--- config.mk ---
export PLATFORM = sky130hd
export DESIGN_NAME = lc89_regif
export DESIGN_NICKNAME = d
export VERILOG_FILES = /design/src/rtl/lc89_pkg.sv /design/src/rtl/lc89_strobe_sync.sv /design/src/rtl/lc89_regif.sv
export SDC_FILE = /design/constraint.sdc
export NUM_CORES = 1
export LEC_CHECK = 0
export BUFFER_PORTS_ARGS = -buffer_cell sky130_fd_sc_hd__buf_2
export CORE_MARGIN = 5
export CORE_UTILIZATION = 53
export CTS_CLUSTER_SIZE = 25
export DETAILED_ROUTE_END_ITERATION = 8
export PLACE_DENSITY = 0.74
export SLEW_MARGIN = 20
export SYNTH_ARGS = -nofsm -noshare
export SYNTH_HDL_FRONTEND = slang
export SYNTH_SLANG_ARGS = --single-unit
export TNS_END_PERCENT = 1
--- constraint.sdc ---
create_clock -name CLK_12M -period 1.9 [get_ports CLK_12M]
set_input_delay 0.095 -clock CLK_12M [delete_from_list [all_inputs] [get_ports CLK_12M]]
set_output_delay 0.095 -clock CLK_12M [all_outputs]
set_load 0.02 [all_outputs]
--- src/rtl/lc89_pkg.sv ---
// rtl/lc89_pkg.sv - shared widths, beat-count helper and access direction for lc89
package lc89_pkg;

    localparam int LC89_DATA_W  = 4;
    localparam int LC89_REG_W   = 8;
    localparam int LC89_ADDR_W  = 4;
    localparam int LC89_AUTOINC = 1;

    typedef enum logic {
        DIR_WR = 1'b0,
        DIR_RD = 1'b1
    } lc89_dir_e;

    function automatic int lc89_nb(input int reg_w, input int data_w);
        return reg_w / data_w;
    endfunction

endpackage

--- src/rtl/lc89_strobe_sync.sv ---
// rtl/lc89_strobe_sync.sv - 2-flop synchroniser and falling-edge detector for a host strobe
module lc89_strobe_sync (
    input  logic clk_i,
    input  logic rst_i,
    input  logic strobe_n_i,
    output logic fall_o
);

    logic s1_q, s2_q, hist_q;

    always_ff @(posedge clk_i) begin
        if (rst_i) begin
            s1_q   <= 1'b1;
            s2_q   <= 1'b1;
            hist_q <= 1'b1;
        end else begin
            s1_q   <= strobe_n_i;
            s2_q   <= s1_q;
            hist_q <= s2_q;
        end
    end

    assign fall_o = hist_q & ~s2_q;

endmodule

--- src/rtl/lc89_regif.sv ---
// rtl/lc89_regif.sv - indirect host register interface with multi-beat coherent access
module lc89_regif
    import lc89_pkg::*;
#(
    parameter int DATA_W  = LC89_DATA_W,
    parameter int REG_W   = LC89_REG_W,
    parameter int ADDR_W  = LC89_ADDR_W,
    parameter int AUTOINC = LC89_AUTOINC
) (
    input  logic              CLK_12M,
    input  logic              RESET,
    input  logic              nWR,
    input  logic              nRD,
    input  logic              RS,
    input  logic [DATA_W-1:0] DIN,
    output logic [DATA_W-1:0] DOUT,
    output logic [ADDR_W-1:0] RD_ADDR,
    input  logic [REG_W-1:0]  RD_DATA,
    output logic              WR_STB,
    output logic [ADDR_W-1:0] WR_ADDR,
    output logic [REG_W-1:0]  WR_DATA,
    output logic              RDC_STB,
    output logic [ADDR_W-1:0] RDC_ADDR
);

    localparam int NB = lc89_nb(REG_W, DATA_W);
    localparam int BW = (NB > 1) ? $clog2(NB) : 1;
    localparam logic [BW-1:0] LAST_BEAT = BW'(NB - 1);

    logic wr_fall, rd_fall;

    lc89_strobe_sync u_wr_sync (.clk_i(CLK_12M), .rst_i(RESET), .strobe_n_i(nWR), .fall_o(wr_fall));
    lc89_strobe_sync u_rd_sync (.clk_i(CLK_12M), .rst_i(RESET), .strobe_n_i(nRD), .fall_o(rd_fall));

    logic [ADDR_W-1:0] ar_q, ar_d, ar_inc;
    logic [BW-1:0]     beat_q, beat_d, beat_eff;
    lc89_dir_e         dir_q, dir_d, acc_dir;
    logic [REG_W-1:0]  hold_q, hold_d;
    logic [DATA_W-1:0] dout_q, dout_d;
    logic              wr_stb_q, wr_stb_d, rdc_stb_q, rdc_stb_d;
    logic [ADDR_W-1:0] wr_addr_q, wr_addr_d, rdc_addr_q, rdc_addr_d;
    logic [REG_W-1:0]  wr_data_q, wr_data_d;
    int                idx;

    // Index 0 never auto-increments, so a wrap to 0 parks the pointer there.
    assign ar_inc = (AUTOINC != 0 && ar_q != '0) ? ar_q + 1'b1 : ar_q;

    always_comb begin
        ar_d       = ar_q;
        beat_d     = beat_q;
        dir_d      = dir_q;
        hold_d     = hold_q;
        dout_d     = dout_q;
        wr_stb_d   = 1'b0;
        wr_addr_d  = wr_addr_q;
        wr_data_d  = wr_data_q;
        rdc_stb_d  = 1'b0;
        rdc_addr_d = rdc_addr_q;
        acc_dir    = wr_fall ? DIR_WR : DIR_RD;
        beat_eff   = (dir_q == acc_dir) ? beat_q : '0;
        idx        = int'(beat_eff) * DATA_W;

        if (wr_fall) begin
            if (!RS) begin
                ar_d   = DIN[ADDR_W-1:0];
                beat_d = '0;
            end else begin
                dir_d = DIR_WR;
                hold_d[idx +: DATA_W] = DIN;
                if (beat_eff == LAST_BEAT) begin
                    wr_stb_d  = 1'b1;
                    wr_addr_d = ar_q;
                    wr_data_d = hold_d;
                    beat_d    = '0;
                    ar_d      = ar_inc;
                end else begin
                    beat_d = beat_eff + 1'b1;
                end
            end
        end else if (rd_fall) begin
            if (!RS) begin
                dout_d = DATA_W'(ar_q);
            end else begin
                dir_d = DIR_RD;
                // Beat 0 snapshots the whole register so later beats stay coherent.
                if (beat_eff == '0) begin
                    hold_d = RD_DATA;
                    dout_d = RD_DATA[DATA_W-1:0];
                end else begin
                    dout_d = hold_q[idx +: DATA_W];
                end
                if (beat_eff == LAST_BEAT) begin
                    rdc_stb_d  = 1'b1;
                    rdc_addr_d = ar_q;
                    beat_d     = '0;
                    ar_d       = ar_inc;
                end else begin
                    beat_d = beat_eff + 1'b1;
                end
            end
        end
    end

    always_ff @(posedge CLK_12M) begin
        if (RESET) begin
            ar_q       <= '0;
            beat_q     <= '0;
            dir_q      <= DIR_WR;
            hold_q     <= '0;
            dout_q     <= '0;
            wr_stb_q   <= 1'b0;
            wr_addr_q  <= '0;
            wr_data_q  <= '0;
            rdc_stb_q  <= 1'b0;
            rdc_addr_q <= '0;
        end else begin
            ar_q       <= ar_d;
            beat_q     <= beat_d;
            dir_q      <= dir_d;
            hold_q     <= hold_d;
            dout_q     <= dout_d;
            wr_stb_q   <= wr_stb_d;
            wr_addr_q  <= wr_addr_d;
            wr_data_q  <= wr_data_d;
            rdc_stb_q  <= rdc_stb_d;
            rdc_addr_q <= rdc_addr_d;
        end
    end

    assign DOUT     = dout_q;
    assign RD_ADDR  = ar_q;
    assign WR_STB   = wr_stb_q;
    assign WR_ADDR  = wr_addr_q;
    assign WR_DATA  = wr_data_q;
    assign RDC_STB  = rdc_stb_q;
    assign RDC_ADDR = rdc_addr_q;

endmodule

==> flow_summary_export.csv <==
group,metric,value,unit
routing,drtPass1Iterations,4,
synth,yosysSeqAreaShare,43.6,%
power_and_ir_drop,p_sw_share,24.0,%
sta,slew_headroom,58.1,%
synth,muxShareOfSynthArea,9.60,%
grt,grtUsageMet1,26.1,%
outcome,outcome,"complete, no violations",
place,io_buffer_count,42,
routing,ant_nets,0,
clock_tree,cts_htree_levels,2,
sta,timing_hold_violations_final,0,
sta,min_period,1.74,ns
synth,yosysWarnings,0,
die,io_pins,43,
die,die_area,4950,um2
sta,skew,0.00374,ns
final_layout,drive_gt1_share,28.8,%
power_and_ir_drop,clkPwrFrac,38.1,%
setup_path,crit_family,"simple AND/OR/NAND/NOR gates",
synth,synth_fp_nets,227,
synth,netlist_top_cells_area,"dfxtp_1 (44%), mux2i_1 (8.3%), nor2_1 (5.6%)",
routing,vias,1721,
die,core-area,3610,um2
place,hpwlAfterDp,3310,um
final_layout,design_area,2350,um2
grt,busiest_layer,"met2",
clock_tree,cts_tree,"done",
clock_tree,cts_root_buffer,"clkbuf_8",
flow_run,max-cap-violations,0,
sta,fin_ws,0.156,ns
final_layout,syn2layout_area_growth,22.0,%
die,die_h,70.3,um
setup_path,critical-path-slowest-cell,"or4_1",
final_layout,nFillCells,338,
sta,fmax,573,MHz
routing,routed_wl,4600,um
synth,synth_seq_cells,42,
power_and_ir_drop,power_density,765,nW/um2
synth,synth_compound_area_share,17.5,%
synth,synth_area,1930,um2
power_and_ir_drop,p_comb_share,10.8,%
synth,avgSynthCellArea,9.28,um2
setup_path,crit_path_max_fanout,14,
routing,vias_per_cell,5.64,
sta,timing.final.crit_share,91.8,%
place,place_area,2220,um2
synth,synthXorXnorAreaFrac,0.454,%
die,start_util,53.5,%
sta,slew_violations,0,
final_layout,layout.nets,275,
clock_tree,clockBufferDepth,2,
setup_path,start_kind,"flip-flop",
clock_tree,cts_setup_buffers,0,
grt,antenna_found_initial,0,
synth,ys.flop_type,"dfxtp_1",
final_layout,antenna_cells,0,
worst_hold_path,min_path_type,"in -> reg",
clock_tree,clk_pin_slew,0.08,ns
synth,ys_async_sr_fraction,0,%
synth,yosysMostFrequentCell,"dfxtp_1",
setup_path,crit_chain,"nor2b_4 > mux2i_4 > or4_1 > a31oi_1",
synth,synth_top_family_by_area,"simple AND/OR/NAND/NOR gates",
synth,synthCells,208,
die,row_count,22,
setup_path,crit_path_end_kind,"flip-flop",
synth,synth_top_area_share,43.6,%
synth,yosysTopAreaCell,"dfxtp_1",
routing,drcViolationCount,0,
die,die_x,70.3,um
synth,synth_edf_count,0,
grt,grt_util_met2,28.6,%
sta,tightestPinTransition,0.626,ns
power_and_ir_drop,p_total,1800,uW
synth,yosys-top-cells-count,"dfxtp_1 (42), nor2_1 (29), mux2i_1 (16)",
synth,synth-simple-area-share,23.2,%
sta,rsz0062_at_grt,"false",
clock_tree,cts.sinks,42,
setup_path,critPathRequiredTime,2.13,ns
power_and_ir_drop,ir_drop,0.439,mV
power_and_ir_drop,p_seq_share,51.1,%
grt,grt_pass1_wl,7690,um
grt,grt_pass1_vias,1593,
setup_path,worstPathArrival,1.97,ns
power_and_ir_drop,switching_power,433,uW
synth,yosys.area_share.adder,1.30,%
grt,overflow,0,
place,gp_congestion,0.838,
grt,grt_use_total,19.2,%
routing,wl_per_cell,15.1,um
sta,finalSetupViolations,0,
synth,yosysUniqueCellTypes,45,
sta,fin_tns_setup,0,ns
clock_tree,clock_latency,0.29,ns
grt,use_met3,5.18,%
setup_path,slowest_delay,0.55,ns
setup_path,path_buf_inv,0,
routing,drtIter0Drc,127,
power_and_ir_drop,leakagePower,0.000975,uW
power_and_ir_drop,p_int,1370,uW
setup_path,worstSetupPathType,"reg -> reg",
place,dp_slack,0.0190,ns
clock_tree,numCtsBuffers,5,
grt,grt_max_degree,27,
-- power by group through the flow --
stage               registers [uW]  clock network, uW  logic, uW
global route                   925                741        213
CTS                            921                703        193
detailed placement             942                  0        187
finish                         921                687        194
global placement               941                  0        185
floorplan                      949                  0        110
-- area by class of cell --
cell class,count,area (um2),area share (%)
tap,48,60.1,2.55
sequential,42,841,35.7
multi-input combinational,148,1010,43.0
clock buffer,5,68.8,2.92
timing repair buffer,53,310,13.2
inverter,6,22.5,0.956
clock inverter,3,40.0,1.70
-- routing by layer --
layer,vias up,part of all wire [%]
li1,855,-
met1,794,46
met2,62,44
met3,10,7.0
met4,0,2.3
met5,-,0
-- final timing paths --
check,startpoint,endpoint,slack (ns),cells past startpoint
hold / removal,DIN[1],WR_DATA[5],0.08,3
setup / recovery,beat_q,RD_ADDR[0],0.16,4
hold reg to reg,u_rd_sync.s1_q,u_rd_sync.s2_q,0.41,1
setup reg to reg,beat_q,RD_ADDR[0],0.16,4
-- flip-flops by register name, indices dropped and copies added (netlist names) --
signal and cells:
WR_STB 1, RDC_ADDR 4, u_wr_sync.s2_q 1, u_wr_sync.hist_q 1
beat_q 1, dir_q 1, WR_ADDR 4, u_rd_sync.hist_q 1
u_rd_sync.s2_q 1, DOUT 4, hold_q 8, RD_ADDR 4
u_wr_sync.s1_q 1, u_rd_sync.s1_q 1, RDC_STB 1, WR_DATA 8
-- tightest hold or removal path, delay by kind of cell --
kind,cells,cell delay [ns]
buffers and inverters,1,0.11
muxes,1,0.07
and+or+nand+nor,1,0.07
-- cells in the final DEF, fill, tap and decap left out, drive strengths merged, types with 2 or more instances in the layout --
| cell | instances |
|---|---|
| mux2i | 17 |
| nand2 | 2 |
| clkbuf | 5 |
| nor3b | 3 |
| o41ai | 5 |
| nand3b | 4 |
| a32o | 8 |
| dlygate4sd3 | 2 |
| nand4 | 2 |
| o21ai | 8 |
| nand2b | 12 |
| buf | 51 |
| a31oi | 2 |
| a221oi | 4 |
| ha | 2 |
| inv | 5 |
| nor2 | 29 |
| dfxtp | 42 |
| nor3 | 9 |
| clkinv | 3 |
| or2 | 6 |
| a21oi | 14 |
| nor2b | 2 |
| and2 | 5 |
-- what timing repair did --
action,CTS,global route
endpoints found under the setup margin,3,0
gates resized for setup,1,0
hold buffers,2,0
endpoints found under the hold margin,2,0
-- through the flow --
stage	std cells	util [%]	hold WS (ns)
floorplan	208	-	0.199
global placement	295	61.5	0.281
finish	305	65.3	0.0835
CTS	305	65.3	0.0784
global route	305	65.3	0.0907
detailed placement	295	61.5	0.282
-- cells by family after synthesis --
| logic type | Yosys count |
|---|---|
| muxes | 18 |
| adders and majority gates | 2 |
| DFF | 42 |
| xor gates and xnor gates | 1 |
| AOI/OAI and AO/OA | 47 |
| and+or+nand+nor | 80 |
| buffers and inverters | 18 |
No activity file was read; power rests on OpenSTA's default activity.
